[src/rtl/wb_stage_pkg.sv]
// wb_stage_pkg: shared definitions for the write-back stage.
//   - bus widths for the memory->WB input bus and the two WB output buses
//   - the simulation trap encoding
//   - FSM state encoding (RUN / HALTED)
//   - stall vector bit indices
//   - packed views of the incoming bus and of a register write request
package wb_stage_pkg;

  localparam int MEM2WB_WD = 166;
  localparam int WB2RF_WD  = 70;
  localparam int WB2EX_WD  = 70;

  localparam logic [31:0] TRAP_INST = 32'h0000_006b;

  localparam int STALL_MEM = 4;
  localparam int STALL_WB  = 5;

  typedef enum logic {
    RUN    = 1'b0,
    HALTED = 1'b1
  } wb_state_e;

  // Field order matches the flat bus: {rf_we, rf_waddr, rf_wdata, pc, inst}
  typedef struct packed {
    logic        rf_we;
    logic [4:0]  rf_waddr;
    logic [63:0] rf_wdata;
    logic [63:0] pc;
    logic [31:0] inst;
  } mem2wb_t;

  typedef struct packed {
    logic        we;
    logic [4:0]  waddr;
    logic [63:0] wdata;
  } wb_wr_t;

  function automatic logic is_trap(input logic [31:0] inst);
    return inst == TRAP_INST;
  endfunction

endpackage

[src/rtl/wb_commit_ctr.sv]
// wb_commit_ctr: commit decision, halt FSM and the cycle / retired-instruction
// counters of the write-back stage.
//
// Ports:
//   clk            clock
//   rst            synchronous active-high reset
//   valid_i        the instruction held in the WB register is not a bubble
//   stall_wb_i     WB stage stalled this cycle
//   trap_i         the held instruction is the simulation trap
//   rf_a0_i        current value of x10 (exit code source)
//   commit_o       the held instruction retires this cycle
//   halt_o         core halted
//   halt_stall_o   stall request to the pipeline controller
//   good_trap_o    halted with a zero exit code
//   exit_code_o    x10 captured at the trap
//   cycle_cnt_o    cycles since reset, frozen once halted
//   instret_cnt_o  retired instructions
//
// State table:
//   state  | meaning
//   RUN    | normal operation, instructions may commit
//   HALTED | trap retired; terminal until reset, no further commits
module wb_commit_ctr
  import wb_stage_pkg::*;
(
  input  logic        clk,
  input  logic        rst,
  input  logic        valid_i,
  input  logic        stall_wb_i,
  input  logic        trap_i,
  input  logic [63:0] rf_a0_i,
  output logic        commit_o,
  output logic        halt_o,
  output logic        halt_stall_o,
  output logic        good_trap_o,
  output logic [63:0] exit_code_o,
  output logic [63:0] cycle_cnt_o,
  output logic [63:0] instret_cnt_o
);

  wb_state_e   state_q, state_d;
  logic [63:0] cycle_q, cycle_d;
  logic [63:0] instret_q, instret_d;
  logic [63:0] exit_q, exit_d;
  logic        good_q, good_d;
  logic        commit;

  always_ff @(posedge clk) begin
    if (rst) begin
      state_q   <= RUN;
      cycle_q   <= '0;
      instret_q <= '0;
      exit_q    <= '0;
      good_q    <= 1'b0;
    end else begin
      state_q   <= state_d;
      cycle_q   <= cycle_d;
      instret_q <= instret_d;
      exit_q    <= exit_d;
      good_q    <= good_d;
    end
  end

  always_comb begin
    state_d   = state_q;
    cycle_d   = cycle_q;
    instret_d = instret_q;
    exit_d    = exit_q;
    good_d    = good_q;
    commit    = 1'b0;

    case (state_q)
      RUN: begin
        cycle_d = cycle_q + 64'd1;
        // A stalled instruction stays in the register and retires on the
        // first unstalled cycle, so it is counted exactly once.
        commit  = valid_i && !stall_wb_i;
        if (commit) begin
          instret_d = instret_q + 64'd1;
          if (trap_i) begin
            state_d = HALTED;
            exit_d  = rf_a0_i;
            good_d  = (rf_a0_i == 64'd0);
          end
        end
      end
      HALTED: begin
        state_d = HALTED;
      end
      default: begin
        state_d = RUN;
      end
    endcase
  end

  assign commit_o      = commit;
  assign halt_o        = (state_q == HALTED);
  assign halt_stall_o  = (state_q == HALTED);
  assign good_trap_o   = good_q;
  assign exit_code_o   = exit_q;
  assign cycle_cnt_o   = cycle_q;
  assign instret_cnt_o = instret_q;

endmodule

[src/rtl/wb_stage.sv]
// wb_stage: final pipeline stage. Registers the memory-stage result under the
// stall vector, drives the register-file write port and the WB->EX forwarding
// path, counts cycles / retired instructions and halts on the trap
// instruction.
//
// Ports:
//   clk          clock
//   rst          synchronous active-high reset
//   stall        stall vector (bit 4 = MEM, bit 5 = WB)
//   mem2wb_bus   {rf_we, rf_waddr, rf_wdata, pc, inst} from MEM
//   rf_a0        current x10, captured as exit code at the trap
//   wb2rf_bus    {we, waddr, wdata} register-file write request
//   wb2ex_fwd    {we, waddr, wdata} forwarding to EX, driven even when stalled
//   halt         core halted
//   halt_stall   stall request while halted
//   good_trap    halted with rf_a0 == 0
//   exit_code    rf_a0 at the trap
//   cycle_cnt    cycles since reset
//   instret_cnt  retired instructions
//
// Optional build macro DIFFTEST_EN adds commit_valid, commit_pc, commit_inst,
// commit_wen, commit_wdest, commit_wdata and commit_trap, all registered one
// cycle after the commit they describe.
module wb_stage
  import wb_stage_pkg::*;
#(
  parameter int MEM2WB_W = MEM2WB_WD,
  parameter int WB2RF_W  = WB2RF_WD,
  parameter int WB2EX_W  = WB2EX_WD
) (
  input  logic                clk,
  input  logic                rst,
  input  logic [5:0]          stall,
  input  logic [MEM2WB_W-1:0] mem2wb_bus,
  input  logic [63:0]         rf_a0,
  output logic [WB2RF_W-1:0]  wb2rf_bus,
  output logic [WB2EX_W-1:0]  wb2ex_fwd,
  output logic                halt,
  output logic                halt_stall,
  output logic                good_trap,
  output logic [63:0]         exit_code,
  output logic [63:0]         cycle_cnt,
  output logic [63:0]         instret_cnt
`ifdef DIFFTEST_EN
  ,
  output logic                commit_valid,
  output logic [63:0]         commit_pc,
  output logic [31:0]         commit_inst,
  output logic                commit_wen,
  output logic [4:0]          commit_wdest,
  output logic [63:0]         commit_wdata,
  output logic                commit_trap
`endif
);

  mem2wb_t wb_r_q, wb_r_d;
  wb_wr_t  rf_wr, fwd_wr;
  logic    valid;
  logic    dest_ok;
  logic    commit;
  logic    trap;

  always_ff @(posedge clk) begin
    if (rst) begin
      wb_r_q <= '0;
    end else begin
      wb_r_q <= wb_r_d;
    end
  end

  // MEM stalled but WB free: MEM has nothing new to hand over, so insert a
  // bubble rather than re-present the instruction that is committing now.
  always_comb begin
    wb_r_d = wb_r_q;
    if (!stall[STALL_MEM]) begin
      wb_r_d = mem2wb_t'(mem2wb_bus);
    end else if (!stall[STALL_WB]) begin
      wb_r_d = '0;
    end
  end

  assign valid   = (wb_r_q.inst != 32'd0);
  assign dest_ok = wb_r_q.rf_we && (wb_r_q.rf_waddr != 5'd0);
  assign trap    = is_trap(wb_r_q.inst);

  wb_commit_ctr u_commit_ctr (
    .clk           (clk),
    .rst           (rst),
    .valid_i       (valid),
    .stall_wb_i    (stall[STALL_WB]),
    .trap_i        (trap),
    .rf_a0_i       (rf_a0),
    .commit_o      (commit),
    .halt_o        (halt),
    .halt_stall_o  (halt_stall),
    .good_trap_o   (good_trap),
    .exit_code_o   (exit_code),
    .cycle_cnt_o   (cycle_cnt),
    .instret_cnt_o (instret_cnt)
  );

  always_comb begin
    rf_wr.we     = commit && dest_ok;
    rf_wr.waddr  = wb_r_q.rf_waddr;
    rf_wr.wdata  = wb_r_q.rf_wdata;
    // Forwarding ignores stall/halt: EX only needs the youngest value in flight.
    fwd_wr.we    = valid && dest_ok;
    fwd_wr.waddr = wb_r_q.rf_waddr;
    fwd_wr.wdata = wb_r_q.rf_wdata;
  end

  assign wb2rf_bus = rf_wr;
  assign wb2ex_fwd = fwd_wr;

`ifdef DIFFTEST_EN
  always_ff @(posedge clk) begin
    if (rst) begin
      commit_valid <= 1'b0;
      commit_pc    <= '0;
      commit_inst  <= '0;
      commit_wen   <= 1'b0;
      commit_wdest <= '0;
      commit_wdata <= '0;
      commit_trap  <= 1'b0;
    end else begin
      commit_valid <= commit;
      commit_pc    <= wb_r_q.pc;
      commit_inst  <= wb_r_q.inst;
      commit_wen   <= rf_wr.we;
      commit_wdest <= wb_r_q.rf_waddr;
      commit_wdata <= wb_r_q.rf_wdata;
      commit_trap  <= commit && trap;
    end
  end

  logic unused_stall;
  assign unused_stall = ^stall[3:0];
`else
  logic unused_bits;
  assign unused_bits = ^{stall[3:0], wb_r_q.pc};
`endif

endmodule
[config.mk]
export PLATFORM = sky130hd
export DESIGN_NAME = wb_stage
export DESIGN_NICKNAME = d
export VERILOG_FILES = /design/src/rtl/wb_stage_pkg.sv /design/src/rtl/wb_commit_ctr.sv /design/src/rtl/wb_stage.sv
export SDC_FILE = /design/constraint.sdc
export NUM_CORES = 1
export LEC_CHECK = 0
export CORE_AREA = 2 2 222 224
export DETAILED_ROUTE_END_ITERATION = 8
export DIE_AREA = 0 0 224 226
export GPL_TIMING_DRIVEN = 0
export PLACE_DENSITY = 0.58
export SLEW_MARGIN = 20
export SYNTH_ARGS = -nofsm -noshare
export SYNTH_HDL_FRONTEND = slang
export SYNTH_SLANG_ARGS = --single-unit
[constraint.sdc]
create_clock -name clk -period 2.25 [get_ports clk]
set_input_delay 0.675 -clock clk [delete_from_list [all_inputs] [get_ports clk]]
set_output_delay 0.675 -clock clk [all_outputs]
set_load 0.03 [all_outputs]
==> Flow_metrics.wiki <==
{| class="wikitable"
! Metric !! Value
|-
| Quantity of I/O buffers inserted on ports || 502
|-
| Start-to-end type of the worst setup path || reg2out
|-
| Cell Count, Final, Fillers Out || 2,956
|-
| Worst hold start || u_commit_ctr.exit_code_o[58]
|-
| Starting Density || 0.2870
|-
| Critical Path RT || between 1.5 and 2 ns
|-
| Placeable core region || between 40,000 and 50,000 um2
|-
| Design area || 22,250 um2
|-
| 1st-iter DRT viols || 894
|-
| Netlist Area Pre-Place || between 10,000 and 15,000 um2
|-
| Hold Vio Cnt, Final || 0
|-
| Minimum hold slack || 0.4559 ns
|-
| Cell repeated most along the worst path || sky130_fd_sc_hd__buf_6
|-
| Main flop type after synthesis || sky130_fd_sc_hd__dfxtp_1
|-
| Shortest period the worst path allows || 2.926 ns
|-
| Site Rows || slightly above 80
|-
| Overall global routing resource usage || 0.2158
|-
| Number of cells on the critical path || 8
|-
| Layout-stage area growth over the synthesis result || 60.42%
|-
| Maximum buffer depth of the clock tree || 3
|-
| Actual transition at the worst max-transition pin || 0.9416 ns
|-
| Critical Path, Cell by Cell || nor4_2 > nand4_1 > buf_6 > o31ai_4 > clkbuf_8 > buf_12 > nor2_4 > buf_6
|-
| Number of antenna-violating nets in the routed design || 0
|-
| Worst setup skew after layout || 0.02601 ns
|-
| Arrival time reported for the critical path endpoint || 2.25 ns
|-
| Class of the tightest hold or removal check || reg2reg
|-
| R2R Path Start || wb_r_q[11]
|-
| Floorplan die area || 50,620 um2
|-
| Delay of the slowest cell on the worst path || 0.32 ns
|-
| EDFF count, synth || 0
|-
| DR pass1 iterations || 5
|-
| Total of flip-flops plus latches after synthesis || 296
|-
| Total routed wirelength || a little under 60 mm
|-
| Critical path's slowest cell || sky130_fd_sc_hd__dfxtp_1
|-
| Number of sinks driven by the clock tree || 296
|-
| Yosys Warn Count || 0
|-
| Number of DRC violations after detailed routing || 0
|-
| Largest fanout on the critical path || 5
|-
| Static leakage power || 9.308 nW
|-
| Worst skew pair latency || between 0.5 and 0.6 ns
|-
| Routed WL per cell || 19.63 um
|-
| Vias in the first global route || about 14,000
|-
| Instance count along the most critical hold path || 2
|-
| Pin count of the biggest net entering global routing || 12
|-
| H-tree Lvls || 2
|-
| Post-synthesis cell count || ~1,700
|-
| Critical Path Source || wb_r_q[11]
|-
| Floorplan die height || 226 um
|-
| Max VDD drop || 471.8 uV
|-
| Max-cap viol count || 0
|-
| Share of the clock period used by the worst path after layout || 1.300
|-
| Post-DP Area || around 20,000 um2
|-
| Fraction of the yosys area taken by sequential cells || 0.4272
|-
| Most common cell in the synthesized netlist || sky130_fd_sc_hd__dfxtp_1
|-
| Total CTS buffers || 37
|-
| Post-synthesis cell type with the largest combined area || sky130_fd_sc_hd__dfxtp_1
|-
| Clock-pin slew on the worst setup and hold paths || 0.06 ns
|-
| Total power || around 13 mW
|-
| Proportion of register bits with asynchronous set or reset after synthesis || 0
|-
| Number of nets in the finished design || 2,545
|-
| Critical path's top delay family || buffers and inverters
|-
| Startpoint Class || register
|-
| Filler cells || 4,768
|-
| Sequential cell area || 6003 um2
|-
| Length in cells of the worst reg-to-reg path || 10
|-
| Final count of negative-setup-slack endpoints || between 50 and 60
|-
| Max-slew violation count || 0
|-
| Initial antenna violation count || 6
|-
| Result of the run || finished, violations left
|-
| Share of the synthesized area in the top cell type || 0.4272
|-
| PnR worst setup slack || -0.6758 ns
|-
| First-pass GRT wire length || 84.76 mm
|-
| Total nets after synthesis || 1,948
|-
| Share of layout cells above drive strength 1 || 0.2352
|-
| Unrepaired setup endpoints after global routing || yes
|-
| Buf/Inv on CP || 4
|-
| Avg Cell Area, Syn || 8.122 um2
|-
| I/O pin count || about 570
|-
| DP Cell Count || 2,832
|-
| CTS tree || yes
|-
| Clock root buffer master || sky130_fd_sc_hd__clkbuf_16
|-
| Unique cell type count in the Yosys netlist || 52
|-
| Vias per cell || 5.076
|-
| Crit. End Element || output pin
|-
| Maximum clock rate || 341.8 MHz
|-
| Cells taking the most area after synthesis || sky130_fd_sc_hd__dfxtp_1 (43%), sky130_fd_sc_hd__a21oi_1 (9.5%), sky130_fd_sc_hd__buf_4 (7.5%)
|-
| Worst slew slack as a fraction of its limit || 0.3665
|-
| Cell types with the highest counts after synthesis || sky130_fd_sc_hd__dfxtp_1 (296), sky130_fd_sc_hd__a21oi_1 (262), sky130_fd_sc_hd__nand2_1 (182)
|-
| Final Wtd Congestion || about 0.9
|-
| Overflow left after global routing || 0
|-
| Number of vias after detailed routing || 15,000
|-
| Width of the die || 224 um
|-
| Power density normalized to cell area || 577.1 nW/um2
|-
| Multi-input logic area || 7279 um2
|-
| Failing checks || negative setup slack
|-
| Placed wire-length estimate || 43.17 mm
|}
kinds of logic (layout without fill, tap and decap cells):
| logic type | after synthesis | count (layout) | synth area share |
|---|---|---|---|
| compound gates | 361 | 361 | 0.1416 |
| xor+xnor | 26 | 26 | 0.01642 |
| fa+ha+maj | 2 | 2 | 0.001804 |
| buf+inv | 264 | 886 | 0.1116 |
| flops | 296 | 296 | 0.4272 |
| mux | 6 | 6 | 0.004780 |
| other cells | 0 | 4 | 0 |
| simple gates | 753 | 753 | 0.2967 |
cells in the final DEF, fill, tap and decap left out, drive strengths merged, types with 4 or more instances in the layout:
cell / n
mux2: 5
nand3: 155
nand2b: 102
o31ai: 51
clkdlybuf4s50: 167
clkdlybuf4s15: 11
dlygate4sd2: 314
o41ai: 4
dlymetal6s2s: 6
nor2b: 6
nor4: 42
o21ai: 40
or2: 5
dfxtp: 296
clkbuf: 142
inv: 15
nor2: 54
or3: 42
nand4: 55
xor2: 14
xnor2: 12
nor3: 20
and3: 15
buf: 227
a21oi: 262
and4: 7
nand2: 182
nand4b: 4
diode: 4
or4: 56
through the flow:
step             util  setup slack [ns]  setup TNS (ns)
3_3_place_gp   0.4078            -1.489         -279.70
2_1_floorplan       -          -0.06655        -0.07036
4_1_cts        0.4391           -0.6947          -1.568
3_5_place_dp   0.4078            -1.565         -287.40
6_report       0.4603           -0.6758          -9.120
5_1_grt        0.4603           -0.7774          -13.68
worst min-delay path: cells and delay by family, from the launching register on:
kind,cells,cell delay (ns)
AO/OA/AOI/OAI,1,0.05
flip-flops,1,0.31
AND/OR/NAND/NOR,1,0.05
repair_timing:
item,CTS,global route
gates resized for setup,454,296
hold buffers,0,0
cloned,1,9
pin swaps,25,87
endpoints found under the setup margin,615,195
buffers inserted,31,22
layer usage:
metal	vias to the layer above	global-route usage	share of wire
met2	548	0.3749	0.49
met3	90	0.06766	0.085
li1	7175	-	-
met1	7187	0.2525	0.40
met5	-	0	0.00050
met4	4	0.06903	0.028
final timing paths:
kind,end,slack (ns)
setup reg to reg,u_commit_ctr.exit_code_o[26],-0.20
setup / recovery,wb2rf_bus[69],-0.68
hold / removal,u_commit_ctr.exit_code_o[58],0.46
hold reg to reg,u_commit_ctr.exit_code_o[58],0.46
cell type report:
cell class	instances	share of cell area
tap	622	0.03497
sequential	296	0.2698
clock inverter	5	0.002755
multi-input combinational	1148	0.3271
buffer	245	0.07894
timing repair buffer	563	0.2328
clock buffer	59	0.05083
inverter	14	0.002361
antenna	4	0.0004498
report_power, final:
group | internal (mW) | total [mW] | switching [mW]
Clock | 3.55 | 5.92 | 2.36
Combinational | 0.697 | 1.49 | 0.795
Sequential | 5.34 | 5.44 | 0.0984
sequential cells by signal, indices dropped and copies added (netlist names):
register,count
u_commit_ctr.cycle_cnt_o,64
wb_r_q,33
u_commit_ctr.good_trap_o,1
u_commit_ctr.instret_cnt_o,64
wb2ex_fwd,69
u_commit_ctr.exit_code_o,64
u_commit_ctr.halt_o,1
Power figures use the tool's default switching activity.
